**src/rtl/cache_pkg.sv**
```systemverilog
// Shared cache definitions: fill FSM states, default geometry, block-base helper.
// Reused by the I/D-cache fill controllers and tag arrays.
package cache_pkg;

  typedef enum logic [1:0] {
    IDLE,
    FILL,
    DRAIN
  } state_t;

  localparam int unsigned DEF_DATA_W      = 16;
  localparam int unsigned DEF_ADDR_W      = 16;
  localparam int unsigned DEF_BLOCK_WORDS = 8;

  // Widest address the helper handles; callers cast in and out.
  localparam int unsigned MAX_ADDR_W = 32;

  // Byte address of the start of the block: clears bits [off_w:0].
  function automatic logic [MAX_ADDR_W-1:0] block_base(
    input logic [MAX_ADDR_W-1:0] addr,
    input int unsigned           off_w
  );
    return addr & ({MAX_ADDR_W{1'b1}} << (off_w + 1));
  endfunction

endpackage

```
**src/rtl/wrap_counter.sv**
```systemverilog
// Modulo-2^W counter with a latched start offset.
// o_cnt is the raw count since the last clear; o_pos is start + count (wraps).
module wrap_counter #(
  parameter int unsigned W = 3
) (
  input  logic         i_clk,
  input  logic         i_rst,
  input  logic         i_clr,
  input  logic [W-1:0] i_start,
  input  logic         i_inc,
  output logic [W-1:0] o_cnt,
  output logic [W-1:0] o_pos
);

  logic [W-1:0] r_cnt;
  logic [W-1:0] r_start;

  // Count register: clear reloads the start offset, increment wraps naturally.
  always_ff @(posedge i_clk) begin
    if (i_rst) begin
      r_cnt   <= '0;
      r_start <= '0;
    end else if (i_clr) begin
      r_cnt   <= '0;
      r_start <= i_start;
    end else if (i_inc) begin
      r_cnt <= r_cnt + W'(1);
    end
  end

  assign o_cnt = r_cnt;
  assign o_pos = r_start + r_cnt;

endmodule

```
**src/rtl/cache_fill_fsm.sv**
```systemverilog
// Cache miss fill controller: stalls the core, streams one block from a
// pipelined memory, writes each returned word, then commits the tag.
// Optional macro CRIT_WORD_FIRST_EN: fetch starting at the missing word
// (wrapping) and add the crit_done output.
module cache_fill_fsm
  import cache_pkg::*;
#(
  parameter  int unsigned DATA_W      = DEF_DATA_W,
  parameter  int unsigned ADDR_W      = DEF_ADDR_W,
  parameter  int unsigned BLOCK_WORDS = DEF_BLOCK_WORDS,
  localparam int unsigned OFF_W       = $clog2(BLOCK_WORDS)
) (
  input  logic              clk,
  input  logic              rst,
  input  logic              miss_detected,
  input  logic [ADDR_W-1:0] miss_addr,
  output logic              mem_en,
  output logic [ADDR_W-1:0] mem_addr,
  input  logic              mem_data_valid,
  input  logic [DATA_W-1:0] mem_data_in,
  output logic              cache_we,
  output logic [OFF_W-1:0]  cache_word_idx,
  output logic [DATA_W-1:0] cache_data,
  output logic              tag_we,
  output logic              stall
`ifdef CRIT_WORD_FIRST_EN
  ,
  output logic              crit_done
`endif
);

  localparam logic [OFF_W-1:0] LAST = OFF_W'(BLOCK_WORDS - 1);

  state_t            r_state;
  state_t            w_next;
  logic [ADDR_W-1:0] r_base;
  logic [OFF_W-1:0]  w_start;
  logic [OFF_W-1:0]  w_req_cnt;
  logic [OFF_W-1:0]  w_req_pos;
  logic [OFF_W-1:0]  w_rsp_cnt;
  logic [OFF_W-1:0]  w_rsp_pos;
  logic              w_clr;
  logic              w_req_inc;
  logic              w_rsp_acc;

`ifdef CRIT_WORD_FIRST_EN
  assign w_start = miss_addr[OFF_W:1];
`else
  assign w_start = '0;
`endif

  wrap_counter #(.W(OFF_W)) u_req_cnt (
    .i_clk   (clk),
    .i_rst   (rst),
    .i_clr   (w_clr),
    .i_start (w_start),
    .i_inc   (w_req_inc),
    .o_cnt   (w_req_cnt),
    .o_pos   (w_req_pos)
  );

  wrap_counter #(.W(OFF_W)) u_rsp_cnt (
    .i_clk   (clk),
    .i_rst   (rst),
    .i_clr   (w_clr),
    .i_start (w_start),
    .i_inc   (w_rsp_acc),
    .o_cnt   (w_rsp_cnt),
    .o_pos   (w_rsp_pos)
  );

  // State and block base registers; base is captured on the accepted miss.
  always_ff @(posedge clk) begin
    if (rst) begin
      r_state <= IDLE;
      r_base  <= '0;
    end else begin
      r_state <= w_next;
      if (w_clr) r_base <= ADDR_W'(block_base(MAX_ADDR_W'(miss_addr), OFF_W));
    end
  end

  // Next state and all outputs; responses are accepted in FILL and DRAIN.
  always_comb begin
    w_next         = r_state;
    w_clr          = 1'b0;
    w_req_inc      = 1'b0;
    w_rsp_acc      = mem_data_valid && (r_state != IDLE);
    mem_en         = 1'b0;
    mem_addr       = '0;
    cache_we       = 1'b0;
    cache_word_idx = '0;
    cache_data     = '0;
    tag_we         = 1'b0;
    stall          = 1'b0;
`ifdef CRIT_WORD_FIRST_EN
    crit_done      = w_rsp_acc && (w_rsp_cnt == '0);
`endif

    if (w_rsp_acc) begin
      cache_we       = 1'b1;
      cache_word_idx = w_rsp_pos;
      cache_data     = mem_data_in;
    end

    case (r_state)
      IDLE: begin
        stall = miss_detected;
        if (miss_detected) begin
          w_clr  = 1'b1;
          w_next = FILL;
        end
      end
      FILL: begin
        stall     = 1'b1;
        mem_en    = 1'b1;
        mem_addr  = r_base + ADDR_W'({w_req_pos, 1'b0});
        w_req_inc = 1'b1;
        // Zero-latency memory can return the last word in the last FILL cycle.
        if (w_rsp_acc && (w_rsp_cnt == LAST)) begin
          tag_we = 1'b1;
          w_next = IDLE;
        end else if (w_req_cnt == LAST) begin
          w_next = DRAIN;
        end
      end
      DRAIN: begin
        stall = 1'b1;
        if (w_rsp_acc && (w_rsp_cnt == LAST)) begin
          tag_we = 1'b1;
          w_next = IDLE;
        end
      end
      default: w_next = IDLE;
    endcase
  end

endmodule
```
**config.mk**
```make
export PLATFORM = sky130hd
export DESIGN_NAME = cache_fill_fsm
export DESIGN_NICKNAME = d
export VERILOG_FILES = /design/src/rtl/cache_pkg.sv /design/src/rtl/wrap_counter.sv /design/src/rtl/cache_fill_fsm.sv
export SDC_FILE = /design/constraint.sdc
export NUM_CORES = 1
export LEC_CHECK = 0
export ABC_AREA = 1
export CAP_MARGIN = 20
export CORE_UTILIZATION = 41
export DETAILED_ROUTE_END_ITERATION = 16
export GPL_TIMING_DRIVEN = 0
export PLACE_DENSITY = 0.83
export SLEW_MARGIN = 10
export SYNTH_ARGS = -nofsm -noshare
export SYNTH_HDL_FRONTEND = slang
export SYNTH_HIERARCHICAL = 1
export SYNTH_SLANG_ARGS = --single-unit
```
**constraint.sdc**
```tcl
create_clock -name clk -period 2.17 [get_ports clk]
set_clock_uncertainty 0.15 [all_clocks]
set_input_delay 0.217 -clock clk [delete_from_list [all_inputs] [get_ports clk]]
set_output_delay 0.217 -clock clk [all_outputs]
set_load 0.005 [all_outputs]
```
==> reports/results.ini <==
[yosys]
synthDistinctLibCells=22
ys_seq_area_share_pct=33.02
avgSynthCellArea_sq_um=6.409
ys_warn_count=6
synth-seq-cells=26
yosysTopAreaCell=dfxtp_1
synth.area.top_cells=dfxtp_1, inv_1, nand2_1, nor2_1, ha_1
netlist_area_sq_um=1577
synth_cells=246
synth_flop_cell=dfxtp_1
synthArstFlopShare_pct=0
synth_top_cell_area_share_pct=33.02
synth_edf_count=0

[placement]
gp_congestion=0.7695
dp.cells=369
dp.final_hpwl_mm=2.740
placed_area_sq_um=2350
portBuffers=69

[worst_hold_path]
hp-start=u_req_cnt/r_start[0]
hold-path-cell-count=2
min_path_type=reg -> reg
hold_end=u_req_cnt/r_start[0]

[grt]
grt_usage_pct=18.80
grt_pass1_wl_mm=6.203
grt_max_degree=20
antenna_found_initial=0
grt_pass1_vias=1506
overflow=0

[clocking]
clock_sinks=26
clk_latency_ns=0.27
cts_max_level=1
root_buffer=clkbuf_8
cts.clk_slew.worst_paths_ns=0.09
clock_path_buffers=2
cts_tree=yes
cts_buffers=3
cts-hold-fix-buffers=0

[timing]
finalCriticalPeriod_ns=2.108
max_freq_ghz=0.4744
period_share_pct=97.14
setup_tns_ns=0
setup_violations=0
hold_viol=0
slew_violations=0
hold_slack_ns=0.3280

[floorplan]
initial_core_util_pct=43.06
die_h_um=64.01
fp.dieW_um=64.01
die_area_sq_um=4097
io_pins=75
rows=22
core_area_sq_um=3661

[critical_path]
cp_num_cells=7
crit_path_max_fanout=10
slowest_delay_ns=0.51
worst_setup_path_start_kind=flop
worstSetupEndpointType=output pin
slowest_stage=clkdlybuf4s50_1
crit_top_cell=inv_2
r2r_end=u_req_cnt/o_cnt[1]
r2r-start=r_state[1]
worstPathCellList=inv_2, ha_4, inv_2, nand2_2, buf_4, nor2_1, clkdlybuf4s50_1
path_delay_family=buffers and inverters
r2r_cells=8
worstPathRequired_ns=1.80
arrival_ns=1.74
reg2reg_slack_ns=0.69
cp_num_buf_inv=4
crit_type=reg -> out

[cells_and_area]
n_antenna_cell=0
final_area_sq_um=2525
nFillCells=311
final_nets=381
multiInputGateArea_sq_um=853.3
finalNonFillerCells=381
regArea_sq_um=530.5
drive_gt1_share_pct=15.02
syn2layout_area_growth_pct=60.16

[outcome]
status=finished clean

[pwr]
total_power_mw=2.230
vdd_drop_max_uv=539.3
power_leakage_nw=1.386
power_density_nw_per_um2=883.2

[detailed_routing]
ant_nets=0
wl_per_cell_um=9.801
drc=0
viasPerCell=4.373
vias=1666
wl_mm=3.734
drtIter0Drc=36
drt-pass1-iter-count=4

[flow_run]
drv_cap=0

-- sequential cells by signal, summed over array words and instances, names as in the netlist --
register           flops
r_state                2
u_req_cnt/r_start      3
u_req_cnt/o_cnt        3
u_rsp_cnt/o_cnt        3
u_rsp_cnt/r_start      3
r_base                12
-- layout make-up --
class	count	share of cell area, %
plain buffers	7	2.478
clock buffers	4	2.180
inverters	56	8.325
multi-input cells	162	33.80
flip-flops and latches	26	21.01
well taps	48	2.379
repair buffers	78	29.83
-- where the power goes --
part / switching, mW / internal, mW
clock: 0.152 / 0.162
combinational: 0.612 / 0.628
sequential: 0.0742 / 0.601
total: 0.839 / 1.39
-- worst register-to-register path, cell delays in order, from the launching register on --
cell	delay, ns
dfxtp_2	0.35
inv_2	0.07
ha_4	0.18
nand2_2	0.10
inv_2	0.07
buf_6	0.17
nor2_2	0.17
inv_2	0.07
a21oi_2	0.10
-- stage by stage --
step / worst slack [ns] / util (%)
6_report: 0.06196 / 68.97
5_1_grt: -0.009255 / 68.97
4_1_cts: 0.01606 / 67.74
3_5_place_dp: -0.06656 / 64.18
3_3_place_gp: -0.04644 / 64.18
2_1_floorplan: 0.5741 / -
-- synth_stat cells, types with 3 or more instances --
cell,instances
ha_1,9
a21oi_1,11
dfxtp_1,26
inv_2,6
nand3_1,7
inv_1,50
nor2_1,49
buf_4,3
nand2_1,49
o21ai_0,12
nor2_2,8
-- layer usage --
layer / wire (um) / track usage [%] / vias up / part of all wire (%)
li1: - / - / 888 / -
met1: 1619 / 20.59 / 725 / 43
met2: 1838 / 36.04 / 48 / 49
met3: 237 / 3.750 / 5 / 6.3
met4: 38 / 5.114 / 0 / 1.0
met5: 0 / 0 / - / 0
-- kinds of logic (layout without fill, tap and decap cells) --
kind of cell    after synthesis  in the layout  synth area share (%)
flops                        26             26                 33.02
simple gates                117            117                 30.87
xor+xnor                      2              2                 1.111
fa+ha+maj                    11             11                 9.683
compound gates               25             25                 8.413
buf+inv                      64            145                 16.67
other cells                   1              7                0.2379
-- cell usage in the layout (no fill, tap or decap), types with 5 or more instances in the layout --
cell	n
inv_2	8
ha_1	7
nand2_1	48
nand3_1	7
nor2_2	7
dfxtp_1	22
o21ai_0	12
dlygate4sd2_1	12
inv_1	48
a21oi_1	11
buf_4	12
conb_1	7
clkdlybuf4s50_1	49
nor2_1	49
dlymetal6s2s_1	6
clkbuf_8	5
-- repair_timing --
item                                    in CTS  in global routing
setup buffers                                5                  4
pin swaps                                    2                  0
endpoints found under the setup margin      37                 17
resized for setup                           33                 10
-- how the worst max path moves through the flow --
stage | start | endpoint | slack, ns
3_5_place_dp | r_state[1] | mem_addr[10] | -0.07
2_1_floorplan | u_rsp_cnt/o_cnt[0] | cache_word_idx[2] | 0.57
4_1_cts | u_rsp_cnt/o_cnt[0] | cache_word_idx[2] | 0.02
5_1_grt | r_state[1] | cache_data[9] | -0.009
3_3_place_gp | mem_data_valid | tag_we | -0.05
6_report | r_state[1] | cache_data[7] | 0.06
Power figures use the tool's default switching activity.
